[src/rtl/len_buf_sched.sv]
// len_buf_sched: ping-pong code-length buffer between a length extractor
// (writer) and a tree builder (reader) sharing one single-port memory.
//
// Ports:
//   clk, rst          clock, synchronous active-high reset
//   wr_req/wr_data/wr_last -> wr_gnt       writer handshake
//   rd_bank_vld, rd_cnt                    reader-owned bank status
//   rd_req/rd_addr -> rd_gnt, rd_data_vld/rd_data, rd_release
//   mem_addr/mem_wdata/mem_we/mem_re <- mem_rdata   shared buffer port
//   err               sticky overflow / out-of-range read flag
module len_buf_sched #(
    parameter int BANK_AW = 8,
    parameter int DW      = 5
) (
    input  logic               clk,
    input  logic               rst,
    input  logic               wr_req,
    input  logic [DW-1:0]      wr_data,
    input  logic               wr_last,
    output logic               wr_gnt,
    output logic               rd_bank_vld,
    output logic [BANK_AW:0]   rd_cnt,
    input  logic               rd_req,
    input  logic [BANK_AW-1:0] rd_addr,
    output logic               rd_gnt,
    output logic               rd_data_vld,
    output logic [DW-1:0]      rd_data,
    input  logic               rd_release,
    output logic [BANK_AW:0]   mem_addr,
    output logic [DW-1:0]      mem_wdata,
    output logic               mem_we,
    output logic               mem_re,
    input  logic [DW-1:0]      mem_rdata,
    output logic               err
);

    typedef enum logic [1:0] {
        B_EMPTY,
        B_FILL,
        B_FULL
    } bank_st_t;

    localparam logic [BANK_AW-1:0] PTR_ONE = 1;
    localparam logic [BANK_AW-1:0] PTR_MAX = '1;
    localparam logic [BANK_AW:0]   CNT_ONE = 1;

    bank_st_t           st_q   [2];
    bank_st_t           st_d   [2];
    logic [BANK_AW:0]   cnt_q  [2];
    logic [BANK_AW:0]   cnt_d  [2];
    logic               wr_bank_q, wr_bank_d;
    logic               rd_bank_q, rd_bank_d;
    logic [BANK_AW-1:0] wr_ptr_q, wr_ptr_d;
    // 0: writer wins the next contended cycle, 1: reader wins
    logic               prio_rd_q, prio_rd_d;
    logic               err_q, err_d;
    logic               rvld_q;

    logic             bank_vld;
    logic [BANK_AW:0] cur_cnt;
    logic             rd_in_rng;
    logic             wr_elig;
    logic             rd_elig;
    logic             rd_bad;
    logic             wg;
    logic             rg;

    always_comb begin
        st_d      = st_q;
        cnt_d     = cnt_q;
        wr_bank_d = wr_bank_q;
        rd_bank_d = rd_bank_q;
        wr_ptr_d  = wr_ptr_q;
        prio_rd_d = prio_rd_q;
        err_d     = err_q;
        wg        = 1'b0;
        rg        = 1'b0;

        bank_vld  = (st_q[rd_bank_q] == B_FULL);
        cur_cnt   = cnt_q[rd_bank_q];
        rd_in_rng = ({1'b0, rd_addr} < cur_cnt);
        wr_elig   = wr_req && (st_q[wr_bank_q] != B_FULL);
        rd_elig   = rd_req && bank_vld && rd_in_rng;
        rd_bad    = rd_req && bank_vld && !rd_in_rng;

        if (wr_elig && rd_elig) begin
            wg        = !prio_rd_q;
            rg        = prio_rd_q;
            prio_rd_d = !prio_rd_q;
        end else begin
            wg = wr_elig;
            rg = rd_elig;
        end

        if (wg) begin
            // A full bank closes like a normal last entry, but flags err
            if (wr_last || wr_ptr_q == PTR_MAX) begin
                st_d[wr_bank_q]  = B_FULL;
                cnt_d[wr_bank_q] = {1'b0, wr_ptr_q} + CNT_ONE;
                wr_ptr_d         = '0;
                wr_bank_d        = !wr_bank_q;
                if (!wr_last) begin
                    err_d = 1'b1;
                end
            end else begin
                st_d[wr_bank_q] = B_FILL;
                wr_ptr_d        = wr_ptr_q + PTR_ONE;
            end
        end

        if (rd_bad) begin
            err_d = 1'b1;
        end

        // Release only touches the FULL read bank, never the write bank
        if (rd_release && bank_vld) begin
            st_d[rd_bank_q]  = B_EMPTY;
            cnt_d[rd_bank_q] = '0;
            rd_bank_d        = !rd_bank_q;
        end
    end

    always_ff @(posedge clk) begin
        if (rst) begin
            st_q[0]   <= B_EMPTY;
            st_q[1]   <= B_EMPTY;
            cnt_q[0]  <= '0;
            cnt_q[1]  <= '0;
            wr_bank_q <= 1'b0;
            rd_bank_q <= 1'b0;
            wr_ptr_q  <= '0;
            prio_rd_q <= 1'b0;
            err_q     <= 1'b0;
            rvld_q    <= 1'b0;
        end else begin
            st_q      <= st_d;
            cnt_q     <= cnt_d;
            wr_bank_q <= wr_bank_d;
            rd_bank_q <= rd_bank_d;
            wr_ptr_q  <= wr_ptr_d;
            prio_rd_q <= prio_rd_d;
            err_q     <= err_d;
            rvld_q    <= rg;
        end
    end

    // Outputs are forced low while reset is held, even before the first edge
    assign wr_gnt      = wg && !rst;
    assign rd_gnt      = rg && !rst;
    assign mem_we      = wr_gnt;
    assign mem_re      = rd_gnt;
    assign mem_wdata   = wr_gnt ? wr_data : '0;
    assign mem_addr    = wr_gnt ? {wr_bank_q, wr_ptr_q} :
                         rd_gnt ? {rd_bank_q, rd_addr}  : '0;
    assign rd_bank_vld = bank_vld && !rst;
    assign rd_cnt      = rd_bank_vld ? cur_cnt : '0;
    assign rd_data_vld = rvld_q && !rst;
    assign rd_data     = rd_data_vld ? mem_rdata : '0;
    assign err         = err_q && !rst;

endmodule

[config.mk]
export PLATFORM = sky130hd
export DESIGN_NAME = len_buf_sched
export DESIGN_NICKNAME = d
export VERILOG_FILES = /design/src/rtl/len_buf_sched.sv
export SDC_FILE = /design/constraint.sdc
export NUM_CORES = 1
export LEC_CHECK = 0
export CORE_MARGIN = 2
export CORE_UTILIZATION = 35
export CTS_BUF_LIST = sky130_fd_sc_hd__clkbuf_8
export DETAILED_ROUTE_END_ITERATION = 8
export PLACE_DENSITY = 0.69
export SLEW_MARGIN = 10
export SYNTH_ARGS = -nofsm -noshare
export SYNTH_HDL_FRONTEND = slang
export SYNTH_SLANG_ARGS = --single-unit
[constraint.sdc]
create_clock -name clk -period 4.47 [get_ports clk]
set_clock_uncertainty 0.15 [all_clocks]
set_input_delay 0.894 -clock clk [delete_from_list [all_inputs] [get_ports clk]]
set_output_delay 0.894 -clock clk [all_outputs]
set_load 0.02 [all_outputs]
==> metrics.txt <==
Yosys Warn Count=0; initial antenna violation count=0; Most Crowded Layer GR=met2; status=finished, final reports clean; max_cap viols=0; Sequential Area=701 sq um; core area=6240 sq um; ANT cells=0; via count of the routed design=2,092; VDD IR max=130 uV; Fill cells=597; Rel. slew slack=48.0%; antenna viol nets, final=0; Starting Density=35.5%; top-area cell type share of the netlist area=31.6%; final setup vio count=0; footprint of the multi-input gates=1380 sq um; grt ovf=0; row count=29; cell area power density=249 nW/um^2; chip width=83.6 microns; CTS sink count=35; distinct cell type count after synthesis=57; router iterations before antenna repair=4; fin crit period=4390 ps; Crit. End Element=output port; # placed instances=382; vias in the first global route=2,010; worst setup path class=in -> out; Chip Height=83.6 microns; Cell Chain, Critical Path=clkdlybuf4s50_1 > ha_1 > o2111a_1 > o31a_1 > o31a_4 > o21ai_4 > nor2_4 > buf_4 > a22o_1 > dlygate4sd2_1; Clock Path Buffers=2; Hold Path Sink=cnt_q[10]; TritonCTS clock tree=yes; first-pass GRT wire length=10,200 microns; Reg2Reg Depth=10; # port buffers=58; Leakage=0.00114 uW; share of cells above drive strength 1=16.5%; Place WS=-230 ps; Max Slew Vio Count=0; fin worst setup slack=77.4 ps; IO Pins=59; Max FO, Critical Path=9; hold path startpoint=cnt_q[10]; routing usage on met3=4.55%; Synth-to-Final Area Change=37.4%; clk root buf=clkbuf_8; TritonCTS buffer count=5; CP required=3430 ps; Largest delay share family, worst path=compound AO/OA/AOI/OAI gates; wire length per cell=16.0 microns; Reg-to-Reg End=cnt_q[0]; Worst Path Arrival=3350 ps; main area contributors after synthesis=dfxtp_1, mux2i_1, ha_1; CP Buf/Inv Count=3; register area share after synthesis=31.6%; die area=6990 sq um; reg-to-reg setup timing slack=1250 ps; crit path launch type=input port; synthesized cell area=2220 sq um; largest net degree at the start of global routing=26; Net Count, Synth=278; Post-CTS Hold Buffers=0; CTS clk-pin slew, worst paths=70 ps; post-detail-place hpwl=4710 microns; Final Hold Fails=0; Util after Layout=48.8%; routability cong.=0.839; #FFs+latches synth=35; worst r2r src=rd_bank_q; DR iter-0 viols=160; vias per cell=5.34; H-tree depth=2; maximum clock rate=228 MHz; grt met2 use=28.9%; leading area contributor after synthesis=dfxtp_1; Post-synth EDFFs=0; worst-skew pair later-pin latency=290 ps; WL final=6270 microns; syn avg cell area=9.02 sq um; Least-Margin Pin Slew=780 ps; Crit path largest cell delay=430 ps; Primary FF master, synth=dfxtp_1; All-Layer GR Usage=18.0%; nets@finish=346; hold depth=2; DRC=0; Slowest cell on crit path=clkdlybuf4s50_1; GRT met1 Usage=23.9%; final period utilization=98.3%; Hold Path Class=reg -> reg; FFs w/ async S/R, synth=0%; RSZ-0062 raised after global routing=false; fin cells=392; Post-Syn Instances=246
==> per-layer routing <==
metal | routed length (microns) | part of all wire, % | up-vias
li1 | - | - | 1042
met1 | 2830 | 45 | 963
met2 | 2890 | 46 | 82
met3 | 493 | 7.9 | 5
met4 | 50 | 0.80 | 0
met5 | 0 | 0 | -
==> worst min-delay path, cell delays in order, from the launching register on <==
cell     delay (ps)
dfxtp_1         310
nand2_1          50
mux2i_1          50
==> flip-flops by register name, indices dropped and copies added (netlist names) <==
signal     count
err_q          1
st_q           4
rvld_q         1
wr_ptr_q       8
cnt_q         18
rd_bank_q      1
wr_bank_q      1
prio_rd_q      1
==> worst max path at each step <==
| stage | start | end | slack [ps] | depth (start not counted) |
|---|---|---|---|---|
| 4_1_cts | rd_addr[1] | mem_wdata[4] | 40 | 9 |
| 2_1_floorplan | rd_bank_q | mem_addr[6] | 350 | 10 |
| 3_5_place_dp | rd_addr[1] | mem_addr[6] | -230 | 10 |
| 3_3_place_gp | rd_addr[1] | mem_addr[6] | -240 | 10 |
| 5_1_grt | rd_addr[1] | mem_addr[7] | 9 | 10 |
| 6_report | rd_addr[1] | mem_addr[7] | 80 | 10 |
==> cell usage after synthesis, types with 2 or more instances <==
cell type and instances:
a211oi_1 6, a21oi_1 15, a21oi_2 9, a22o_1 8, a311oi_1 6, and2_1 12
buf_2 4, buf_4 2, buf_6 4, clkbuf_1 5, dfxtp_1 35, ha_1 8
inv_1 6, mux2i_1 11, nand2_1 15, nand2b_1 3, nand3_1 8, nand3b_1 2
nor2_1 21, nor2b_1 4, nor3_1 2, o211a_1 2, o21ai_0 3, o21ai_2 4
o311ai_0 2, o31ai_1 4, or3_1 9, or3b_1 2, xnor2_1 4, xor2_1 3
==> cells in the final DEF, fill, tap and decap left out, types with 7 or more instances in the layout <==
| cell type | Yosys | routed |
|---|---|---|
| nand2_1 | 15 | 15 |
| and2_1 | 12 | 12 |
| nor2_1 | 21 | 21 |
| buf_4 | 2 | 19 |
| nand3_1 | 8 | 8 |
| clkbuf_8 | 0 | 7 |
| dfxtp_1 | 35 | 35 |
| a21oi_2 | 9 | 10 |
| or3_1 | 9 | 9 |
| inv_1 | 6 | 7 |
| clkdlybuf4s15_1 | 0 | 7 |
| a22o_1 | 8 | 8 |
| clkdlybuf4s50_1 | 0 | 42 |
| ha_1 | 8 | 8 |
| mux2i_1 | 11 | 11 |
| a21oi_1 | 15 | 14 |
==> through the flow <==
stage,hold slack (ps),area (sq um),setup TNS (ps),power [uW]
after global routing,329,3050,0,788
final,314,3050,0,760
after CTS,311,3030,0,759
after detailed placement,301,2920,-3180,510
after floorplan,287,2220,0,444
after global placement,295,2920,-1990,507
==> power breakdown <==
group / internal (uW) / leakage, uW / switching [uW]
clock network: 138 / 0.0000557 / 115
logic: 80.8 / 0.000798 / 91.0
registers: 323 / 0.000284 / 11.4
==> layout make-up <==
| class | count | area share, % |
|---|---|---|
| clock buffer | 7 | 3.16 |
| sequential | 35 | 23.0 |
| timing repair buffer | 78 | 24.5 |
| clock inverter | 1 | 0.123 |
| inverter | 6 | 0.739 |
| tap | 77 | 3.16 |
| multi-input combinational | 188 | 45.3 |
==> cell families after synthesis <==
group                    Yosys count  synth area share, %
AO/OA/AOI/OAI                     75                 28.1
flip-flops                        35                 31.6
XOR/XNOR                           7                 2.76
adder cells (fa/ha/maj)            8                 4.51
AND/OR/NAND/NOR                   86                 20.9
multiplexers                      12                 5.64
buffers and inverters             23                 6.54
==> repair_timing <==
item,in CTS,in global routing
gates cloned,0,0
setup endpoints to repair,18,14
buffers inserted,2,0
endpoints found under the hold margin,0,0
resized for setup,12,16
pin swaps,1,1
Power figures use the tool's default switching activity.
